**config.mk**
```make
export PLATFORM = sky130hd
export DESIGN_NAME = cmp_bank
export DESIGN_NICKNAME = d
export VERILOG_FILES = /design/src/rtl/cmp_bank.sv
export SDC_FILE = /design/constraint.sdc
export NUM_CORES = 1
export LEC_CHECK = 0
export BUFFER_PORTS_ARGS = -buffer_cell sky130_fd_sc_hd__buf_2
export CAP_MARGIN = 40
export CORE_ASPECT_RATIO = 1.2
export CORE_MARGIN = 4
export CORE_UTILIZATION = 46
export CTS_CLUSTER_SIZE = 14
export DETAILED_ROUTE_END_ITERATION = 8
export PLACE_DENSITY_LB_ADDON = 0.3
export SYNTH_ARGS = -nofsm -noshare
export SYNTH_HDL_FRONTEND = slang
export SYNTH_SLANG_ARGS = --single-unit
export TNS_END_PERCENT = 1
```
**constraint.sdc**
```tcl
create_clock -name clk -period 1.85 [get_ports clk]
set_clock_uncertainty 0.05 [all_clocks]
set_input_delay 0.37 -clock clk [delete_from_list [all_inputs] [get_ports clk]]
set_output_delay 0.37 -clock clk [all_outputs]
set_load 0.005 [all_outputs]
```
**src/rtl/cmp_bank.sv**
```systemverilog
// cmp_bank -- two-stage register/immediate comparator feeding a bank of
// per-context {lt,gt,eq} flag registers.
//
// Stage 1 (E0): on start, operand A = regs[num1] and operand B (arg when
// num1 == num2, otherwise regs[num2]) are captured together with
// signed_mode and ctx. Stage 2 (E1): the captured compare is written into
// the flags of the captured context, and done pulses for one cycle.
//
// Ports:
//   clk, rst            clock, synchronous active-high reset
//   start               compare request (at most one per cycle)
//   signed_mode         1 = two's-complement compare, 0 = unsigned
//   ctx                 destination flag context of the request
//   num1, num2          register selects for operands A and B
//   arg                 immediate used as B when num1 == num2
//   regs                flattened register file, reg i at [i*WIDTH +: WIDTH]
//   clr, clr_ctx        clear the flags of context clr_ctx
//   rd_ctx              context presented on lt/gt/eq
//   busy                a request sits in stage 2
//   done, done_ctx      one-cycle pulse after a flag write, with its context
//   lt, gt, eq          flags of context rd_ctx (combinational read)

// One flag context: holds {lt,gt,eq}. A write beats a clear in the same cycle.
module cmp_bank_ctx (
    input  logic       clk,
    input  logic       rst,
    input  logic       wr,
    input  logic [2:0] wr_flags,
    input  logic       clr,
    output logic [2:0] flags
);
    always_ff @(posedge clk) begin
        if (rst)      flags <= 3'b000;
        else if (wr)  flags <= wr_flags;
        else if (clr) flags <= 3'b000;
    end
endmodule

module cmp_bank #(
    parameter int WIDTH = 16,
    parameter int NREG  = 4,
    parameter int NCTX  = 2,
    localparam int SELW = $clog2(NREG),
    localparam int CTXW = $clog2(NCTX)
) (
    input  logic                  clk,
    input  logic                  rst,
    input  logic                  start,
    input  logic                  signed_mode,
    input  logic [CTXW-1:0]       ctx,
    input  logic [SELW-1:0]       num1,
    input  logic [SELW-1:0]       num2,
    input  logic [WIDTH-1:0]      arg,
    input  logic [NREG*WIDTH-1:0] regs,
    input  logic                  clr,
    input  logic [CTXW-1:0]       clr_ctx,
    input  logic [CTXW-1:0]       rd_ctx,
    output logic                  busy,
    output logic                  done,
    output logic [CTXW-1:0]       done_ctx,
    output logic                  lt,
    output logic                  gt,
    output logic                  eq
);
    typedef struct packed {
        logic [WIDTH-1:0] a;
        logic [WIDTH-1:0] b;
        logic             sm;
        logic [CTXW-1:0]  ctx;
    } req_t;

    logic [NREG-1:0][WIDTH-1:0] rf;
    req_t                       req_in, s1;
    // vld_pipe[0]: request held in stage 1 (pending), vld_pipe[1]: done pulse
    logic [1:0]                 vld_pipe;
    logic [2:0]                 res;
    logic [2:0]                 bank [NCTX];

    assign rf = regs;

    always_comb begin
        req_in.a   = rf[num1];
        req_in.b   = (num1 == num2) ? arg : rf[num2];
        req_in.sm  = signed_mode;
        req_in.ctx = ctx;
    end

    // Operand/context capture; gated by start so idle cycles don't toggle it.
    always_ff @(posedge clk) begin
        if (rst)        s1 <= '0;
        else if (start) s1 <= req_in;
    end

    always_ff @(posedge clk) begin
        if (rst) begin
            vld_pipe <= 2'b00;
            done_ctx <= '0;
        end else begin
            vld_pipe <= {vld_pipe[0], start};
            if (vld_pipe[0]) done_ctx <= s1.ctx;
        end
    end

    // {lt,gt,eq}; exactly one bit is ever set.
    always_comb begin
        res = 3'b000;
        if (s1.a == s1.b)
            res = 3'b001;
        else if (s1.sm ? ($signed(s1.a) < $signed(s1.b)) : (s1.a < s1.b))
            res = 3'b100;
        else
            res = 3'b010;
    end

    for (genvar c = 0; c < NCTX; c++) begin : g_ctx
        cmp_bank_ctx u_ctx (
            .clk      (clk),
            .rst      (rst),
            .wr       (vld_pipe[0] && (s1.ctx == CTXW'(c))),
            .wr_flags (res),
            .clr      (clr && (clr_ctx == CTXW'(c))),
            .flags    (bank[c])
        );
    end

    assign busy         = vld_pipe[0];
    assign done         = vld_pipe[1];
    assign {lt, gt, eq} = bank[rd_ctx];
endmodule

```
# == After elaboration in Yosys (flattened, before gate mapping) ==
# Index checks and enable logic that the tools add are counted.
# classes
order_cmp,5
eq_ne,2
n_mux,15
bitwise,3
reduce_logical,6
# op_table
op,count
$bmux W16 S2,2
$mux W16,3
$lt A16 B16 Y1,2
$mux W3,9
$eq A16 B16 Y1,1
$lt A2 B3 Y1 const B,2
$logic_and A1 B1 Y1,4
$reduce_bool A2 Y1,2
$eq A2 B2 Y1,1
$ge A2 B2 Y1 const B,1
$not A1 Y1,2
$not A1 Y2,1
$mux W1,1
# word_totals
reg_bits,43
inputBits,92
out_inout_bits,6
elab_cells,39

# == Depth between registers and ports, before layout ==
# depth
depth_word,5
mapped_depth,8
depth_no_buf,8

# == Modules after synthesis ==
# From an unflattened synthesis, not the netlist that was laid out.
# unflattened
hier_cells,273
hier_area_um2,3010.4
# modules_own_cells
mod,n_inst,cells_per_inst,area_each_um2,seq_area_each_um2
cmp_bank,1,249,2785.2,740.7
cmp_bank_ctx,2,12,112.6,60.1

# == Worst setup path before layout ==
# Ideal clock, no wire load.
# synth_timing
kind,reg-to-reg
startpoint,register s1[3] in the netlist's numbering
endpoint,register g_ctx[0].u_ctx.flags[1]
setup_time_ns,0.117
arrival_time_ns,1.884
required_time_ns,1.683
slack_ns,-0.201
stages_incl_launch_ff,9
path_buffers,0
synth_period_minus_slack_ns,2.051
cell_sequence,dfxtp_1 -> inv_1 -> ha_1 -> nor2b_4 -> o211ai_2 -> a2111oi_1 -> or4_4 -> xor2_1 -> a22o_1
# synth_between
elab_chain_cells,5
word_cells_on_any_way,7
classes_between,order compare (2); eq/ne (1); mux (4)
# synth_lines
element,line,rtl
"start, declared",73,"req_t req_in, s1;"
"start signal, assigned",91,else if (start) s1 <= req_in;
$lt A16 B16 Y1,109,else if (s1.sm ? ($signed(s1.a) < $signed(s1.b)) : (s1.a < s1.b))
$mux W1,109,
$mux W3,109,
$mux W3 (*),107,if (s1.a == s1.b)
$mux W3 (*),34,else if (wr) flags <= wr_flags;
"end signal, assigned",34,
"end, declared",30,output logic [2:0] flags
# Every way passes the cells marked *; elsewhere a longest branch is shown, timed or not.
# A chain may end at the register's enable or synchronous reset.

# == Worst setup path in the final report ==
# layout_timing
startpoint,register s1[16] in the netlist's numbering
endpoint,register g_ctx[0].u_ctx.flags[2]
# Same word-level chain as after synthesis.

==> impl_summary.log <==
[metrics] status: complete, but fails checks
[metrics] failing checks: setup timing
[metrics] Area Growth Syn to Fin: 37.03%
[metrics] area of the multi-input gates: 0.002012 sq mm
[metrics] combinational family with the most area after synthesis: multiplexers
[metrics] number of buffers on the longest clock path: 2
[metrics] final routed DRC violation total: 0
[metrics] Ports: 98
[metrics] endpoint class of the critical path: flop
[metrics] via count: 2492
[metrics] Worst Path Required: 1.99 ns
[metrics] row cnt: 31
[metrics] Power, Total: 2.512 mW
[metrics] number of filler cells placed in the layout: 500
[metrics] starting utilization of the core area: 47.75%
[metrics] number of DRC markers in iteration 0: 72
[metrics] number of violations of the max-capacitance limit: 0
[metrics] total overflow reported by the global router: 0
[metrics] floorplan die area: 0.007618 sq mm
[metrics] wire length of the first global-routing pass: 11.16 mm
[metrics] horizontal die dimension: 80.35 um
[metrics] Leak: 1.832 nW
[metrics] Routed Wire Length: 7.012 mm
[metrics] number of endpoints failing setup at the final stage: 5
[metrics] fraction of synthesized area in multiplexers: 37.90%
[metrics] overall fraction of global-route tracks in use: 18.72%
[metrics] share of the yosys chip area belonging to registers: 29.80%
[metrics] Inserted Clock Buffers: 5
[metrics] maximum clock frequency: 473.7 MHz
[metrics] number of clock sinks seen by CTS: 43
[metrics] Post-Synthesis Cells: 265
[metrics] H-tree lvl count: 2
[metrics] post-CTS setup buffer count: 0
[metrics] diode count: 0
[metrics] count of nets left with antenna violations after detail routing: 0
[metrics] type of element launching the critical path: flop
[metrics] post-cts hold buffer count: 0
[metrics] critical path start-end classification: flop to flop
[metrics] share of flip-flops with an asynchronous set or reset after synthesis: 0%
[metrics] final period utilization: 114.1%
[metrics] Compound-Gate Fraction of Synth Area: 8.748%
[metrics] final std cell area, no fill: 0.003959 sq mm
[metrics] Tightest Pin Transition: 0.4940 ns
[metrics] Tmin final: 2.111 ns
[metrics] worst-case vdd ir drop: 290.0 uV
[metrics] instance area after placement: 0.003706 sq mm
[metrics] core box area: 0.006051 sq mm
[metrics] detailed-route wire length per cell: 14.92 um
[metrics] weighted congestion reported at the end of routability-driven placement: 0.7555
[metrics] Port Buffers: 97
[metrics] synthesized-area fraction occupied by xor and xnor cells: 1.213%
[metrics] biggest area contributors in the synthesized netlist: sky130_fd_sc_hd__dfxtp_1 (30%), sky130_fd_sc_hd__mux4_2 (25%), sky130_fd_sc_hd__mux2i_1 (12%)
[metrics] data arrival time of the worst path: 2.25 ns
[metrics] Synth Area in Adders: 6.929%
[metrics] delay of the slowest critical-path stage: 0.58 ns
[metrics] sequential cell area in the final layout: 875.8 sq um
[metrics] pwr/cell area: 634.5 mW/mm^2
[metrics] number of iterations in the first detailed-routing pass: 4
[metrics] post-synthesis simple-gate area fraction: 10.09%
[metrics] net count of the finished layout: 495
[metrics] worst path cell trace: inv_1 -> ha_1 -> nand4_1 -> a21oi_1 -> or4_4 -> xnor2_2 -> a22o_1
[metrics] Worst-Skew Late Latency: 0.29 ns
[metrics] fraction of layout instances using a drive strength above 1: 54.12%
[metrics] final hold violations: 0
[metrics] buffer cell driving the clock tree root: sky130_fd_sc_hd__clkbuf_8
[metrics] detailed-route vias per instance: 5.302
[metrics] cell area after technology mapping: 0.002889 sq mm
[metrics] number of antenna violations at the first check in global routing: 0
[metrics] Yosys top cell by area: sky130_fd_sc_hd__dfxtp_1
[metrics] number of global-route vias before repair: 2546
[metrics] overall die height: 94.82 um
[metrics] class of the tightest hold or removal check: input port to flop
[metrics] number of nets produced by synthesis: 373
[metrics] slowest cell on the critical path: sky130_fd_sc_hd__or4_4
[metrics] count of final max-slew check failures: 0
[metrics] largest net degree at the start of global routing: 52
[metrics] Unique masters post-synth: 32
[metrics] leading register cell type out of synthesis: sky130_fd_sc_hd__dfxtp_1
[metrics] HPWL reported at the end of detailed placement: 5.377 mm
[metrics] average cell area after synthesis: 10.90 sq um
[metrics] largest driver fanout on the critical path: 4
[metrics] flip-flop and latch count after synthesis: 43
[metrics] setup repair after global routing missed its margin: true
[metrics] number of synthesized flops with an enable pin: 0
[metrics] yosys warns: 0
[metrics] setup ws final: -0.2609 ns
[metrics] clock tree from TritonCTS: built
[metrics] relative slew slack: 66.95%
[metrics] Worst-path clk slew: 0.07 ns
[metrics] proportion of netlist area held by the largest area contributor: 29.80%
==> report_power, final <==
group | internal, mW | switching [mW] | leakage, nW
clock | 0.340 | 0.296 | 0.0515
sequential | 0.997 | 0.0439 | 0.359
combinational | 0.472 | 0.362 | 1.42
total | 1.81 | 0.702 | 1.83
==> layout make-up <==
class                           count  area share, %
Sequential cell                    43          22.12
Multi-Input combinational cell    186          50.82
Inverter                           16          1.517
Timing Repair Buffer              135          20.42
Clock buffer                        8          2.528
Tap cell                           82          2.592
==> synth_stat cells (4+ instances only) <==
cell	number
sky130_fd_sc_hd__mux4_2	32
sky130_fd_sc_hd__ha_1	16
sky130_fd_sc_hd__inv_1	16
sky130_fd_sc_hd__dfxtp_1	43
sky130_fd_sc_hd__a22o_1	4
sky130_fd_sc_hd__mux2i_1	34
sky130_fd_sc_hd__a21oi_1	8
sky130_fd_sc_hd__a211oi_1	17
sky130_fd_sc_hd__nand4_1	4
sky130_fd_sc_hd__nor2b_1	5
sky130_fd_sc_hd__nor2_1	37
sky130_fd_sc_hd__clkbuf_1	12
sky130_fd_sc_hd__nand3_1	4
sky130_fd_sc_hd__buf_4	4
sky130_fd_sc_hd__nand2_1	4
==> registers in the layout, summed over array words and instances, names as in the netlist <==
| register | cells |
|---|---|
| s1 | 34 |
| g_ctx.u_ctx.flags | 6 |
| done_ctx | 1 |
| vld_pipe | 2 |
==> path summary, 6_finish.rpt <==
kind,to,slack [ns],cells after the start,startpoint
setup / recovery,g_ctx[0].u_ctx.flags[2],-0.26,7,s1[16]
hold / removal,s1[0],0.26,3,ctx
setup reg to reg,g_ctx[0].u_ctx.flags[2],-0.26,7,s1[16]
hold reg to reg,done_ctx,0.42,2,done_ctx
==> worst max-delay path: cells and delay by family, from the launching register on <==
kind                       cells  cell delay (ns)
xor gates and xnor gates       1             0.17
and+or+nand+nor                2             0.81
AOI/OAI and AO/OA              2             0.32
adders and majority gates      1             0.28
buffers and inverters          1             0.04
DFF                            1             0.34
==> timing repair <==
item	CTS	global route
resized for setup	27	4
pin swaps	18	4
setup endpoints to repair	6	6
endpoints found under the hold margin	0	0
==> per-layer routing <==
layer | GRT usage, % | wire length (um) | up-vias
li1 | - | - | 1244
met1 | 23.02 | 3032 | 1169
met2 | 33.91 | 3561 | 71
met3 | 2.958 | 344 | 8
met4 | 4.648 | 74 | 0
met5 | 0 | 0 | -
==> cells by family after synthesis <==
logic type / Yosys count
flip-flops: 43
buffers and inverters: 36
AO/OA/AOI/OAI: 35
XOR/XNOR: 4
adder cells (fa/ha/maj): 16
multiplexers: 69
AND/OR/NAND/NOR: 62
==> layout by cell type (no fill, tap or decap), types with 9 or more instances in the layout <==
cell	n
sky130_fd_sc_hd__dfxtp_2	12
sky130_fd_sc_hd__ha_1	9
sky130_fd_sc_hd__nor2_1	37
sky130_fd_sc_hd__buf_4	35
sky130_fd_sc_hd__mux2i_1	34
sky130_fd_sc_hd__mux4_2	32
sky130_fd_sc_hd__dfxtp_1	31
sky130_fd_sc_hd__buf_2	97
sky130_fd_sc_hd__a211oi_1	17
sky130_fd_sc_hd__inv_1	14
==> stage by stage <==
stage / hold slack [ns] / setup TNS [ns] / util (%) / setup WS (ns) / std cells
after global routing: 0.2645 / -1.536 / 65.43 / -0.3161 / 470
after floorplan: 0.3869 / -0.6444 / - / -0.1789 / 265
after detailed placement: 0.4125 / -1.087 / 61.25 / -0.2557 / 462
final: 0.2628 / -1.039 / 65.43 / -0.2609 / 470
after global placement: 0.4010 / -0.8388 / 61.25 / -0.2146 / 462
after CTS: 0.2625 / -0.7615 / 65.18 / -0.2155 / 470
(Power assumes the default switching activity.)
